`src/rtl/enemy_health_bars_if.sv`:
```
// -----------------------------------------------------------------------------
// enemy_health_bars_if
//
// Groups the pixel-pipeline and game-event signals of enemy_health_bars.
// clk and resetN stay outside the interface as plain ports.
//
// Signals (N = NUM_ENEMIES):
//   startOfFrame   game -> bars   one-cycle pulse at frame start
//   pixelX/pixelY  game -> bars   current VGA pixel, 11 bits each
//   topLeftXinput  game -> bars   11*N packed X positions, channel i at [11i+10:11i]
//   topLeftYinput  game -> bars   11*N packed Y positions, same packing
//   hitPulse       game -> bars   N one-cycle damage requests
//   respawn        game -> bars   N one-cycle health reload requests
//   RGBout         bars -> game   8-bit bar pixel color (8'hFF = transparent)
//   drawingRequest bars -> game   current pixel belongs to some bar
//   deadMask       bars -> game   bit i high while health[i] == 0
//
// Modports: master = game/video side, slave = enemy_health_bars.
// -----------------------------------------------------------------------------
interface enemy_health_bars_if #(
    parameter int NUM_ENEMIES = 4
);
    logic                       startOfFrame;
    logic [10:0]                pixelX;
    logic [10:0]                pixelY;
    logic [11*NUM_ENEMIES-1:0]  topLeftXinput;
    logic [11*NUM_ENEMIES-1:0]  topLeftYinput;
    logic [NUM_ENEMIES-1:0]     hitPulse;
    logic [NUM_ENEMIES-1:0]     respawn;
    logic [7:0]                 RGBout;
    logic                       drawingRequest;
    logic [NUM_ENEMIES-1:0]     deadMask;

    modport master (
        output startOfFrame, pixelX, pixelY, topLeftXinput, topLeftYinput,
        output hitPulse, respawn,
        input  RGBout, drawingRequest, deadMask
    );

    modport slave (
        input  startOfFrame, pixelX, pixelY, topLeftXinput, topLeftYinput,
        input  hitPulse, respawn,
        output RGBout, drawingRequest, deadMask
    );
endinterface

```
`src/rtl/enemy_health_bars.sv`:
```
// -----------------------------------------------------------------------------
// enemy_health_bars
//
// Tracks the health of NUM_ENEMIES enemies and draws a horizontal health bar
// above each one. The filled fraction of a bar is health/MAX_HEALTH; a dead
// enemy (health 0) draws nothing. Where bars overlap, the lowest channel wins.
//
// Ports:
//   clk     system clock
//   resetN  asynchronous active-low reset (full health, no flash, outputs idle)
//   bus     enemy_health_bars_if.slave -- pixel position, enemy positions,
//           hit/respawn pulses, startOfFrame in; RGBout, drawingRequest,
//           deadMask out
//
// Timing: RGBout/drawingRequest are registered, one cycle after pixelX/pixelY,
// using the health held in the registers during the pixel's cycle.
// deadMask is combinational from the health registers.
//
// Optional feature: define HEALTH_FLASH_EN to make a bar blink in FLASH_COLOR
// for FLASH_FRAMES frames after each hit. Without it, no flash counters exist,
// startOfFrame is ignored and colors follow the fill level only.
// -----------------------------------------------------------------------------
module enemy_health_bars #(
    parameter int         NUM_ENEMIES    = 4,
    parameter int         OBJECT_WIDTH_X = 20,
    parameter int         BAR_OFFSET_Y   = 10,
    parameter int         BAR_HEIGHT     = 4,
    parameter int         MAX_HEALTH     = 8,
    parameter int         DAMAGE         = 2,
    parameter logic [7:0] FULL_COLOR     = 8'h1C,
    parameter logic [7:0] EMPTY_COLOR    = 8'hE0,
    parameter logic [7:0] FLASH_COLOR    = 8'hFF,
    parameter int         FLASH_FRAMES   = 6
) (
    input  logic               clk,
    input  logic               resetN,
    enemy_health_bars_if.slave bus
);

    localparam int HW = $clog2(MAX_HEALTH + 1);   // health register width
    localparam int CW = 13;                       // signed geometry width

    localparam logic [7:0] TRANSPARENT = 8'hFF;

    localparam logic signed [CW-1:0] BAR_W   = CW'(OBJECT_WIDTH_X);
    localparam logic signed [CW-1:0] BAR_H   = CW'(BAR_HEIGHT);
    localparam logic signed [CW-1:0] BAR_OFF = CW'(BAR_OFFSET_Y);

    localparam logic [HW-1:0] HEALTH_FULL = HW'(MAX_HEALTH);

    // -------------------------------------------------------------------------
    // Health registers
    // -------------------------------------------------------------------------
    logic [HW-1:0] health [NUM_ENEMIES];

    // Saturating subtract: compared in full int width so a DAMAGE larger than
    // the register range still floors at zero instead of wrapping.
    function automatic logic [HW-1:0] take_damage(input logic [HW-1:0] h);
        if (int'(h) <= DAMAGE)
            return '0;
        else
            return h - HW'(DAMAGE);
    endfunction

    // NOTE: every register here uses non-blocking assignment so all channels
    // update from the same pre-edge values, independent of statement order.
    // NOTE: the health bank is a small register array, not a memory, so each
    // entry is reset explicitly -- enemies must start at full health.
    always_ff @(posedge clk or negedge resetN) begin
        if (!resetN) begin
            for (int i = 0; i < NUM_ENEMIES; i++)
                health[i] <= HEALTH_FULL;
        end else begin
            for (int i = 0; i < NUM_ENEMIES; i++) begin
                if (bus.respawn[i])
                    health[i] <= HEALTH_FULL;       // respawn beats a same-cycle hit
                else if (bus.hitPulse[i])
                    health[i] <= take_damage(health[i]);
            end
        end
    end

    logic [NUM_ENEMIES-1:0] dead;

    always_comb begin
        for (int i = 0; i < NUM_ENEMIES; i++)
            dead[i] = (health[i] == '0);
    end

    assign bus.deadMask = dead;

    // -------------------------------------------------------------------------
    // Flash counters (optional)
    // -------------------------------------------------------------------------
    logic [NUM_ENEMIES-1:0] flashing;

`ifdef HEALTH_FLASH_EN
    localparam int FW = (FLASH_FRAMES < 1) ? 1 : $clog2(FLASH_FRAMES + 1);

    logic [FW-1:0] flash_cnt [NUM_ENEMIES];

    always_ff @(posedge clk or negedge resetN) begin
        if (!resetN) begin
            for (int i = 0; i < NUM_ENEMIES; i++)
                flash_cnt[i] <= '0;
        end else begin
            for (int i = 0; i < NUM_ENEMIES; i++) begin
                if (bus.respawn[i])
                    flash_cnt[i] <= '0;
                else if (bus.hitPulse[i])
                    flash_cnt[i] <= FW'(FLASH_FRAMES);   // load beats the frame decrement
                else if (bus.startOfFrame && flash_cnt[i] != '0)
                    flash_cnt[i] <= flash_cnt[i] - 1'b1;
            end
        end
    end

    // An odd count is necessarily nonzero, so bit 0 alone selects flash frames.
    always_comb begin
        for (int i = 0; i < NUM_ENEMIES; i++)
            flashing[i] = flash_cnt[i][0];
    end
`else
    assign flashing = '0;
`endif

    // -------------------------------------------------------------------------
    // Per-channel bar hit test and fill test
    // -------------------------------------------------------------------------
    logic signed [CW-1:0] px;
    logic signed [CW-1:0] py;

    // Pixel coordinates are non-negative, so a bar whose top lies above row 0
    // clips naturally against the signed compare; nothing wraps to row 2047.
    assign px = $signed({{(CW-11){1'b0}}, bus.pixelX});
    assign py = $signed({{(CW-11){1'b0}}, bus.pixelY});

    logic [NUM_ENEMIES-1:0] in_bar;
    logic [NUM_ENEMIES-1:0] filled;

    always_comb begin
        logic signed [CW-1:0] left;
        logic signed [CW-1:0] top;
        logic signed [CW-1:0] dx;
        logic [31:0]          fill_lhs;
        logic [31:0]          fill_rhs;

        // NOTE: defaults first so no path through the loop infers a latch.
        in_bar   = '0;
        filled   = '0;
        left     = '0;
        top      = '0;
        dx       = '0;
        fill_lhs = '0;
        fill_rhs = '0;

        for (int i = 0; i < NUM_ENEMIES; i++) begin
            left = $signed({{(CW-11){1'b0}}, bus.topLeftXinput[11*i +: 11]});
            top  = $signed({{(CW-11){1'b0}}, bus.topLeftYinput[11*i +: 11]}) - BAR_OFF;

            in_bar[i] = (px >= left) && (px < left + BAR_W) &&
                        (py >= top)  && (py < top + BAR_H)  &&
                        (health[i] != '0);

            // Fill boundary without a divider:
            //   (x - left) / width < health / max  <=>  (x - left)*max < health*width
            // dx is only meaningful (non-negative) when the pixel is in the bar.
            dx        = px - left;
            fill_lhs  = 32'($unsigned(dx)) * 32'(MAX_HEALTH);
            fill_rhs  = 32'(health[i]) * 32'(OBJECT_WIDTH_X);
            filled[i] = (fill_lhs < fill_rhs);
        end
    end

    // -------------------------------------------------------------------------
    // Owner selection and registered pixel output
    // -------------------------------------------------------------------------
    logic       draw_next;
    logic [7:0] rgb_next;

    // Scanning from the highest index down lets the lowest overlapping
    // channel overwrite the others and own the pixel.
    always_comb begin
        draw_next = 1'b0;
        rgb_next  = TRANSPARENT;
        for (int i = NUM_ENEMIES - 1; i >= 0; i--) begin
            if (in_bar[i]) begin
                draw_next = 1'b1;
                if (flashing[i])
                    rgb_next = FLASH_COLOR;
                else if (filled[i])
                    rgb_next = FULL_COLOR;
                else
                    rgb_next = EMPTY_COLOR;
            end
        end
    end

    logic       draw_q;
    logic [7:0] rgb_q;

    always_ff @(posedge clk or negedge resetN) begin
        if (!resetN) begin
            draw_q <= 1'b0;
            rgb_q  <= TRANSPARENT;
        end else begin
            draw_q <= draw_next;
            rgb_q  <= rgb_next;
        end
    end

    assign bus.drawingRequest = draw_q;
    assign bus.RGBout         = rgb_q;

endmodule
```
`src/flat_wrapper.sv`:
```
// flat-port wrapper written by rule: the top's interface ports become plain ports
module enemy_health_bars_flat 
#(
    parameter int         NUM_ENEMIES    = 4,
    parameter int         OBJECT_WIDTH_X = 20,
    parameter int         BAR_OFFSET_Y   = 10,
    parameter int         BAR_HEIGHT     = 4,
    parameter int         MAX_HEALTH     = 8,
    parameter int         DAMAGE         = 2,
    parameter logic [7:0] FULL_COLOR     = 8'h1C,
    parameter logic [7:0] EMPTY_COLOR    = 8'hE0,
    parameter logic [7:0] FLASH_COLOR    = 8'hFF,
    parameter int         FLASH_FRAMES   = 6
)
  (clk, resetN, bus_startOfFrame, bus_pixelX, bus_pixelY, bus_topLeftXinput, bus_topLeftYinput, bus_hitPulse, bus_respawn, bus_RGBout, bus_drawingRequest, bus_deadMask);
  enemy_health_bars_if #(.NUM_ENEMIES(NUM_ENEMIES)) bus_i ();
  input  logic clk;
  input  logic resetN;
  input wire logic [$bits(bus_i.startOfFrame)-1:0] bus_startOfFrame;
  input wire logic [$bits(bus_i.pixelX)-1:0] bus_pixelX;
  input wire logic [$bits(bus_i.pixelY)-1:0] bus_pixelY;
  input wire logic [$bits(bus_i.topLeftXinput)-1:0] bus_topLeftXinput;
  input wire logic [$bits(bus_i.topLeftYinput)-1:0] bus_topLeftYinput;
  input wire logic [$bits(bus_i.hitPulse)-1:0] bus_hitPulse;
  input wire logic [$bits(bus_i.respawn)-1:0] bus_respawn;
  output wire logic [$bits(bus_i.RGBout)-1:0] bus_RGBout;
  output wire logic [$bits(bus_i.drawingRequest)-1:0] bus_drawingRequest;
  output wire logic [$bits(bus_i.deadMask)-1:0] bus_deadMask;
  assign bus_i.startOfFrame = bus_startOfFrame;
  assign bus_i.pixelX = bus_pixelX;
  assign bus_i.pixelY = bus_pixelY;
  assign bus_i.topLeftXinput = bus_topLeftXinput;
  assign bus_i.topLeftYinput = bus_topLeftYinput;
  assign bus_i.hitPulse = bus_hitPulse;
  assign bus_i.respawn = bus_respawn;
  assign bus_RGBout = bus_i.RGBout;
  assign bus_drawingRequest = bus_i.drawingRequest;
  assign bus_deadMask = bus_i.deadMask;
  enemy_health_bars #(.NUM_ENEMIES(NUM_ENEMIES), .OBJECT_WIDTH_X(OBJECT_WIDTH_X), .BAR_OFFSET_Y(BAR_OFFSET_Y), .BAR_HEIGHT(BAR_HEIGHT), .MAX_HEALTH(MAX_HEALTH), .DAMAGE(DAMAGE), .FULL_COLOR(FULL_COLOR), .EMPTY_COLOR(EMPTY_COLOR), .FLASH_COLOR(FLASH_COLOR), .FLASH_FRAMES(FLASH_FRAMES)) u_core (.clk(clk), .resetN(resetN), .bus(bus_i));
endmodule
```
`config.mk`:
```
export PLATFORM = sky130hd
export DESIGN_NAME = enemy_health_bars_flat
export DESIGN_NICKNAME = d
export VERILOG_FILES = /design/src/rtl/enemy_health_bars_if.sv /design/src/rtl/enemy_health_bars.sv /design/src/flat_wrapper.sv
export SDC_FILE = /design/constraint.sdc
export NUM_CORES = 1
export LEC_CHECK = 0
export CAP_MARGIN = 5
export CORE_ASPECT_RATIO = 1.75
export CORE_MARGIN = 2
export CORE_UTILIZATION = 37
export CTS_CLUSTER_DIAMETER = 40
export DETAILED_ROUTE_END_ITERATION = 6
export GPL_TIMING_DRIVEN = 0
export PLACE_DENSITY_LB_ADDON = 0.3
export REMOVE_ABC_BUFFERS = 1
export SLEW_MARGIN = 40
export SYNTH_ARGS = -nofsm -noshare
export SYNTH_HDL_FRONTEND = slang
export SYNTH_SLANG_ARGS = --single-unit
```
`constraint.sdc`:
```
create_clock -name clk -period 3.2 [get_ports clk]
set_input_delay 0.64 -clock clk [delete_from_list [all_inputs] [get_ports clk]]
set_output_delay 0.64 -clock clk [all_outputs]
set_load 0.01 [all_outputs]
```
# Yosys cells after proc, flatten, opt, wreduce, memory -nomap -nowiden
# Index checks and enable logic that the tools add are counted.
# Widths: inputs -> output; s select.
[totals] register_bits=25 ramBits=0 latchBits=0 out_inout_bits=13 elab_cells=106 memories=0 input_bits=121 romBits=0
[classes] n_div=0 n_bitwise=0 mux=24 magnitude_cmp=24 reduce_logical=28 addsub=20 shifts=0 n_mul=4 n_eq_ne=0
[op_table] operator="$lt 12x13->1" count=8
[op_table] operator="$lt 16x9->1" count=4
[op_table] operator="$mux 8" count=8
[op_table] operator="$add 13x4->13 const B" count=4
[op_table] operator="$ge 12x13->1" count=4
[op_table] operator="$add 11x5->12 const B" count=4
[op_table] operator="$mux 4" count=12
[op_table] operator="$sub 11x11->12" count=4
[op_table] operator="$sub 11x4->12 const B" count=4
[op_table] operator="$ge 11x11->1" count=4
[op_table] operator="$mul 4x3->7 const B" count=4
[op_table] operator="$le 4x2->1 const B" count=4
[op_table] operator="$logic_and 1x1->1" count=16
[op_table] operator="$logic_not 4->1" count=4
[op_table] operator="$reduce_bool 4->1" count=4
[op_table] operator="$sub 4x2->4 const B" count=4
[op_table] operator="$reduce_bool 2->1" count=4
[op_table] operator="$mux 1" count=4

# Longest topological paths before layout
# Gate-level depths: netlist of the first run.
[logic_depth] word_depth=10 ltp_mapped=18 ltp_nobuf=18

# Least setup slack after synthesis of the first run
# Ideal clock, no wire load.
[synth_path] path_type="in2reg" start="input bus_topLeftYinput[23]" end="register u_core.rgb_q[6], in the netlist u_core.bus.RGBout[6]" t_arrival_ns=3.937 slack_ns=-0.819 path_buffers=0 setup_time_ns=0.082 t_required_ns=3.118 stages=17 path_cell_list="inv_1 ha_1 or3b_1 a211oi_1 o21ai_1 or3_1 nor3_1 xor2_1 ha_1 a2111oi_0 o21ai_0 o22ai_1 o21ai_1 a211o_1 nor3b_1 a311oi_1 o31a_1"
[synth_via] elab_chain_len=8 elab_cells_between_ends=10 classes_between="add/sub (2); order compare (2); mux (3); reduce/logical (3)"
[synth_lines] element="from (decl)" line_no="flat_wrapper.sv:23" text="input wire logic [$bits(bus_i.topLeftYinput)-1:0] bus_topLeftYinput;"
[synth_lines] element="$sub 11x4->12 (*)" line_no="enemy_health_bars.sv:159" text="top = $signed({{(CW-11){1'b0}}, bus.topLeftYinput[11*i +: 11]}) - BAR_OFF;"
[synth_lines] element="$add 13x4->13 / $ge 12x13->1 (equally long branches)" line_no="enemy_health_bars.sv:162" text="(py >= top) && (py < top + BAR_H) &&"
[synth_lines] element="$lt 12x13->1 / $logic_and 1x1->1 (equally long branches)" line_no="enemy_health_bars.sv:162, enemy_health_bars.sv:161"
[synth_lines] element="$logic_and 1x1->1 (*) (2 in series)" line_no="enemy_health_bars.sv:162"
[synth_lines] element="$mux 8 (*) (3 in series)" line_no="enemy_health_bars.sv:187" text="if (in_bar[i]) begin"
[synth_lines] element="to (signal assigned)" line_no="enemy_health_bars.sv:208" text="rgb_q <= rgb_next;"
[synth_lines] element="to (decl)" line_no="enemy_health_bars.sv:200" text="logic [7:0] rgb_q;"
# Every way passes the cells marked *; elsewhere a longest branch is shown, timed or not.
# A chain may end at the register's enable or synchronous reset.

# Final worst setup path of the first run
[layout_path] start="input bus_topLeftYinput[24]" end="register u_core.rgb_q[6], in the netlist u_core.bus.RGBout[6]"
# The elaborated chain is that of the path after synthesis.

==> out/qor.csv, run 1 <==
metric,value,unit
outcome,finished with violations,
violations,negative setup slack,
power,2345,µW
ys_seq_area_share,4.891,%
die_h,202.9,µm
synth_xor_xnor_area_share,11.62,%
ioPinCount,134,
synth_warnings,0,
synth_fa_ha_area_share,32.71,%
synth_edf_count,0,
clk_pin_slew,0.06,ns
cts_tree,done,
worst-r2r-cell-count,11,
die_w,117.7,µm
antenna_cells,0,
remaining_drc_errors,0,
endpoint_kind,flip-flop,
ant_nets,0,
netlist_area,8366,µm²
ys.flop_type,dfrtp_1,
clock.fmax,0.2523,GHz
ys_types,83,
synth_compound_area_share,21.94,%
finalSetupViolations,4,
arrival,4.17,ns
power_leakage,0.004751,µW
synth_cells,1091,
grt_pass1_vias,8490,
initial_core_util,37.75,%
drt-total-wl,24360,µm
synthMuxAreaShare,1.122,%
htree_levels,1,
power_frac_seq,11.7,%
cp_max_fo,3,
grt_max_degree,17,
synth-seq-cells,16,
hold_class,in -> async,
drv_cap,0,
clock_skew,0.005316,ns
async_flop_share,100.0,%
required,3.40,ns
cts_made_buffers,3,
clockRootBuffer,clkbuf_16,
period_share,123.9,%
cts_sinks,16,
wl_per_cell,15.93,µm
p_sw,1066,µW
pwr-share-comb,75.3,%
place_congestion,0.9106,
worst_setup_path_start_kind,input pin,
drive_gt1_share,11.11,%
maxSlewViolCount,0,
drt_iter0_drc,272,
drt-pass1-iter-count,4,
hpwl,20460,µm
fp.coreArea,22160,µm²
power.density,220.6,nW/µm²
via_count,8469,
slew_headroom,54.97,%
worst_slack,-0.7632,ns
rsz0062_at_grt,true,
synth_top_family_by_area,adder cells,
antenna_found_initial,0,
routed_via_density,5.539,
yosys.area_share.simple,21.39,%
grt-ovfl-total,0,
worstSkewPairLatency,0.27,ns
clkPwrFrac,13.0,%
grt_pass1_wl,39660,µm
critical_path_class,in -> reg,
final.fill_count,2206,
placementRows,72,
setup_tns,-2.719,ns
fin_crit,3.963,ns
avgSynthCellArea,7.668,µm²
ctsHoldBuffers,0,
track_usage,20.01,%
dieArea,23880,µm²
p_int,1279,µW
port_buffers,132,
hold_viol,0,
nets,1568,
cts_buffer_depth,2,
area_growth,27.04,%
tightest_slew,0.6693,ns
ir_drop,0.1790,mV
netSwitchingFraction,45.47,%
-- layout by cell type, fill, tap and decap left out, types with 5 or more instances in the layout --
| cell | n |
|---|---|
| nor4_1 | 5 |
| o21bai_1 | 9 |
| dfstp_2 | 7 |
| nor3_1 | 32 |
| o21ai_0 | 52 |
| inv_1 | 107 |
| a21o_1 | 14 |
| nand4_1 | 9 |
| a31oi_1 | 7 |
| and3_1 | 12 |
| xnor2_2 | 7 |
| nor2b_1 | 16 |
| a211o_1 | 11 |
| xor2_1 | 34 |
| a21oi_1 | 77 |
| xnor2_1 | 63 |
| nor3_2 | 5 |
| nand2_1 | 61 |
| fa_1 | 8 |
| mux2i_1 | 6 |
| nor2_1 | 67 |
| nand3_1 | 29 |
| or3_4 | 5 |
| or3_1 | 12 |
| ha_1 | 197 |
| o21ai_2 | 6 |
| dfrtp_1 | 9 |
| ha_2 | 5 |
| dlygate4sd2_1 | 10 |
| clkdlybuf4s50_1 | 109 |
| o21a_1 | 18 |
| a211oi_1 | 18 |
| buf_4 | 22 |
| a2111oi_0 | 6 |
| o211ai_1 | 13 |
| nor3b_1 | 8 |
| nand2b_1 | 17 |
-- synth_stat cells, types with 22 or more instances --
cell type  number  area share (%)
ha_1          205              31
inv_1         112             5.0
a21oi_1        81             4.8
xnor2_1        69             7.2
nor2_1         68             3.1
nand2_1        61             2.7
o21ai_0        57             3.4
xor2_1         37             3.9
nor3_1         36             2.2
nand3_1        29             1.7
a211oi_1       22             2.0
-- state kept, by name (all words and copies together) (netlist names) --
| register | cells |
|---|---|
| u_core.bus.drawingRequest | 1 |
| u_core.bus.RGBout | 3 |
| u_core.health | 12 |
-- stage by stage --
stage	hold WS, ns	cell area [µm²]	setup slack [ns]	util [%]	cells
after CTS	0.3358	10490	-0.7620	47.34	1526
after global placement	0.6126	9963	-1.900	44.96	1502
final	0.3163	10630	-0.7632	47.96	1529
after global routing	0.3525	10630	-0.9058	47.96	1529
after floorplan	0.3444	8272	-0.8190	-	1074
after detailed placement	0.6189	9958	-1.930	44.94	1502
-- worst max-delay path, cell delays in order --
cell and delay [ns]:
buf_8 0.10, inv_4 0.05, ha_4 0.14, or3b_4 0.38, a211oi_2 0.23, o21ai_2 0.09, buf_4 0.13, buf_4 0.12
buf_4 0.13, xnor2_2 0.13, ha_1 0.30, nand2_1 0.05, or3_1 0.38, a21oi_2 0.13, o22ai_2 0.12, buf_4 0.14
a211o_4 0.35, nor3b_2 0.16, a311oi_2 0.23, o31a_1 0.17
-- timing repair --
action	4_1_cts	5_1_grt
setup endpoints to repair	4	4
resized for setup	119	27
setup buffers	21	3
pin swaps	41	25
-- kinds of logic after synthesis --
group,count (synthesis)
AND/OR/NAND/NOR,326
AO/OA/AOI/OAI,285
multiplexers,9
adder cells (fa/ha/maj),214
XOR/XNOR,108
other,1
flip-flops,16
buffers and inverters,132
-- final timing paths --
path	from	to	slack (ns)
min in group clk	u_core.health[5]$_DFFE_PN0P_	u_core.health[5]$_DFFE_PN0P_	0.62
worst min register to register	u_core.health[5]$_DFFE_PN0P_	u_core.health[5]$_DFFE_PN0P_	0.62
worst min-delay path	resetN	u_core.health[6]$_DFFE_PN0P_	0.32
worst max-delay path	bus_topLeftYinput[24]	u_core.bus.RGBout[6]$_DFF_PN1_	-0.76
max in group asynchronous	resetN	u_core.health[15]$_DFFE_PN1P_	2.51
worst max register to register	u_core.health[1]$_DFFE_PN0P_	u_core.bus.RGBout[6]$_DFF_PN1_	0.23
-- power groups by stage --
stage          clock network (µW)  logic (µW)  registers [µW]
3_3_place_gp                    0        1630             279
3_5_place_dp                    0        1660             280
5_1_grt                       315        2000             282
6_report                      304        1770             275
2_1_floorplan                   0        1080             281
4_1_cts                       317        1750             276
-- final cells by class --
type | count | area (µm²) | area share (%)
clock buffers | 4 | 88.84 | 0.8359
inverters | 112 | 430.4 | 4.050
flip-flops and latches | 16 | 409.1 | 3.850
repair buffers | 155 | 1501 | 14.13
multi-input cells | 946 | 7828 | 73.65
well taps | 296 | 370.4 | 3.485
-- per-layer routing --
| metal | up-vias | track usage (%) | wire, µm |
|---|---|---|---|
| li1 | 4254 | - | - |
| met1 | 3992 | 20.14 | 9238 |
| met3 | 53 | 1.067 | 644 |
| met2 | 170 | 41.38 | 13530 |
| met5 | - | 0 | 0 |
| met4 | 0 | 8.563 | 947 |
(Power assumes the default switching activity.)
==> inputs of run 2 (changes only) <==
- MAX_ROUTING_LAYER: default -> met4
- clock period: 3.2 -> 5.1 ns (I/O delays scaled with it)
==> run 2 against run 1 <==
Compared with the run above: the run now ends clean; wire length decreased by 1.8%; die area unchanged; clock power decreased by 37%; sequential share of layout area increased by 0.19 points; clock skew decreased by 0.0032 ns; worst setup slack improved by 1.0 ns; hold slack improved by 0.32 ns; critical path depth decreased by 9; via count decreased by 1.1%; core utilization decreased by 2.3 points; sequential cell count unchanged.
==> out/qor.csv, run 2 (same netlist as run 1, synthesis figures left out) <==
metric,value,unit,change
drt-total-wl,23930,µm,-1.8%
cts_tree,done,,
ir_drop,0.1062,mV,-41%
finalSetupViolations,0,,-4
die_w,117.7,µm,unchanged
ioPinCount,134,,unchanged
ctsHoldBuffers,0,,unchanged
rsz0062_at_grt,false,,
worstSkewPairLatency,0.26,ns,about the same
fin_crit,4.860,ns,
area_growth,21.07,%,
drive_gt1_share,4.793,%,-6.3 points
cts_buffer_depth,2,,unchanged
critical_path_class,in -> reg,,
clock.fmax,0.2057,GHz,
crit_top_cell,or3_1,,
cts_sinks,16,,unchanged
whs,0.6362,ns,+0.3198 ns
required,5.25,ns,+1.85 ns
grt_max_degree,17,,unchanged
via_count,8380,,-1.1%
endpoint_kind,flip-flop,,
remaining_drc_errors,0,,unchanged
arrival,5.01,ns,+0.84 ns
post-cts-setup-buffers,0,,-100%
initial_core_util,37.75,%,unchanged
htree_levels,1,,unchanged
critPathBufInv,1,,-5
layout.cells.most_common_list,"ha_1 (204), clkdlybuf4s50_1 (128), inv_1 (112)",,
hold_viol,0,,unchanged
dp_cells,1502,,unchanged
maxSlewViolCount,0,,unchanged
worst_setup_path_start_kind,input pin,,
antenna_found_initial,0,,unchanged
grt_pass1_vias,8334,,-1.8%
outcome,finished clean,,
slew_headroom,54.33,%,-0.64 points
placementRows,72,,unchanged
die_h,202.9,µm,unchanged
max_stage_delay,0.54,ns,+0.16 ns
clockRootBuffer,clkbuf_16,,
track_usage,19.95,%,-0.064 points
final_common_cell,ha_1,,
largest_reg_flops,12,,unchanged
fp.coreArea,22160,µm²,unchanged
drt-pass1-iter-count,6,,+2
hold_class,reg -> reg,,
wl_per_cell,15.89,µm,-0.27%
crit_chain,"clkdlybuf4s50_1, or3_1, or3_4, xor2_1, ha_1, a211o_1, a2111oi_0, o31a_1, a211oi_2, or2_2, or3_1",,
power_leakage,0.004537,µW,-4.5%
setup_tns,0,ns,+2.719 ns
clk_pin_slew,0.06,ns,about the same
top_register,u_core.health,,
grt-ovfl-total,0,,unchanged
tightest_slew,0.6678,ns,-0.001497 ns
drt_iter0_drc,256,,-5.9%
clock_skew,0.002093,ns,-0.003222 ns
period_share,95.30,%,
dieArea,23880,µm²,unchanged
power.density,139.9,nW/µm²,-37%
placed_cell_area,9958,µm²,unchanged
path_delay_family,simple AND/OR/NAND/NOR gates,,
antenna_cells,0,,unchanged
cts_made_buffers,3,,unchanged
critPathSlowestCell,a2111oi_0,,
hpwl,20500,µm,+0.18%
drv_cap,0,,unchanged
ant_nets,0,,unchanged
nets,1545,,-1.5%
port_buffers,132,,unchanged
routed_via_density,5.564,,+0.46%
instances_no_fill,1506,,-1.5%
grt_pass1_wl,38420,µm,-3.1%
place_congestion,0.9256,,+1.6%
cp_max_fo,7,,+4
finish.instance_area,10130,µm²,-4.7%
run 2: cell types whose count changed in the layout (fill, tap and decap cells not counted), moves of 7 or more:
cell             delta
buf_4              -22
dlygate4sd2_1       -9
clkdlybuf4s50_1    +19
ha_1                +7
run 2: worst reg2reg max path, stage by stage, from the launching register on:
cell and delay [ns]:
dfrtp_1 0.42, ha_1 0.25, fa_1 0.41, xnor2_1 0.19, ha_1 0.27, a21oi_1 0.15
nand2_1 0.06, a2111oi_0 0.40, nand3_1 0.13, a21oi_1 0.25, a311oi_2 0.16, o31a_1 0.30
run 2: layer usage:
layer  track usage, %  routed length, µm  vias up
met1            19.40               9062     3936
met2            40.49              13270      197
met5                -                  0        -
li1                 -                  -     4195
met4            7.530                884        0
met3            1.180                710       52
run 2: metrics by stage:
stage,total power [µW],utilization (%),worst slack [ns]
CTS,1424,45.40,0.02513
floorplan,853.3,-,0.7011
global route,1576,45.70,0.005920
detailed placement,1219,44.94,-0.3876
finish,1417,45.70,0.2397
global placement,1196,44.96,-0.3662
run 2: repair_timing:
item | in CTS | in global routing
pin swaps | 1 | 4
setup endpoints to repair | 2 | 4
gates resized for setup | 4 | 16
gates cloned | 0 | 0
run 2: power breakdown:
part | internal [µW] | total (µW) | leakage, µW | switching, µW
sequential | 149 | 173 | 0.000191 | 24.0
combinational | 501 | 1050 | 0.00430 | 550
clock | 120 | 192 | 0.0000442 | 72.2
run 2: cell type report:
class / instances / area, µm²
Clock buffer: 4 / 88.84
Fill cell: 2273 / 12030
Inverter: 112 / 420.4
Multi-Input combinational cell: 946 / 7520
Sequential cell: 16 / 409.1
Tap cell: 296 / 370.4
Timing Repair Buffer: 132 / 1320
run 2: path summary, 6_finish.rpt:
check	start	to	slack [ns]	depth (start not counted)
worst min register to register	u_core.health[11]$_DFFE_PN1P_	u_core.health[10]$_DFFE_PN0P_	0.64	2
min in group asynchronous	resetN	u_core.health[6]$_DFFE_PN0P_	0.70	1
max in group asynchronous	resetN	u_core.health[15]$_DFFE_PN1P_	4.05	1
worst max register to register	u_core.health[1]$_DFFE_PN0P_	u_core.bus.RGBout[6]$_DFF_PN1_	2.03	11
worst max-delay path	bus_topLeftYinput[16]	u_core.bus.drawingRequest$_DFF_PN0_	0.24	11
worst min-delay path	u_core.health[11]$_DFFE_PN1P_	u_core.health[10]$_DFFE_PN0P_	0.64	2
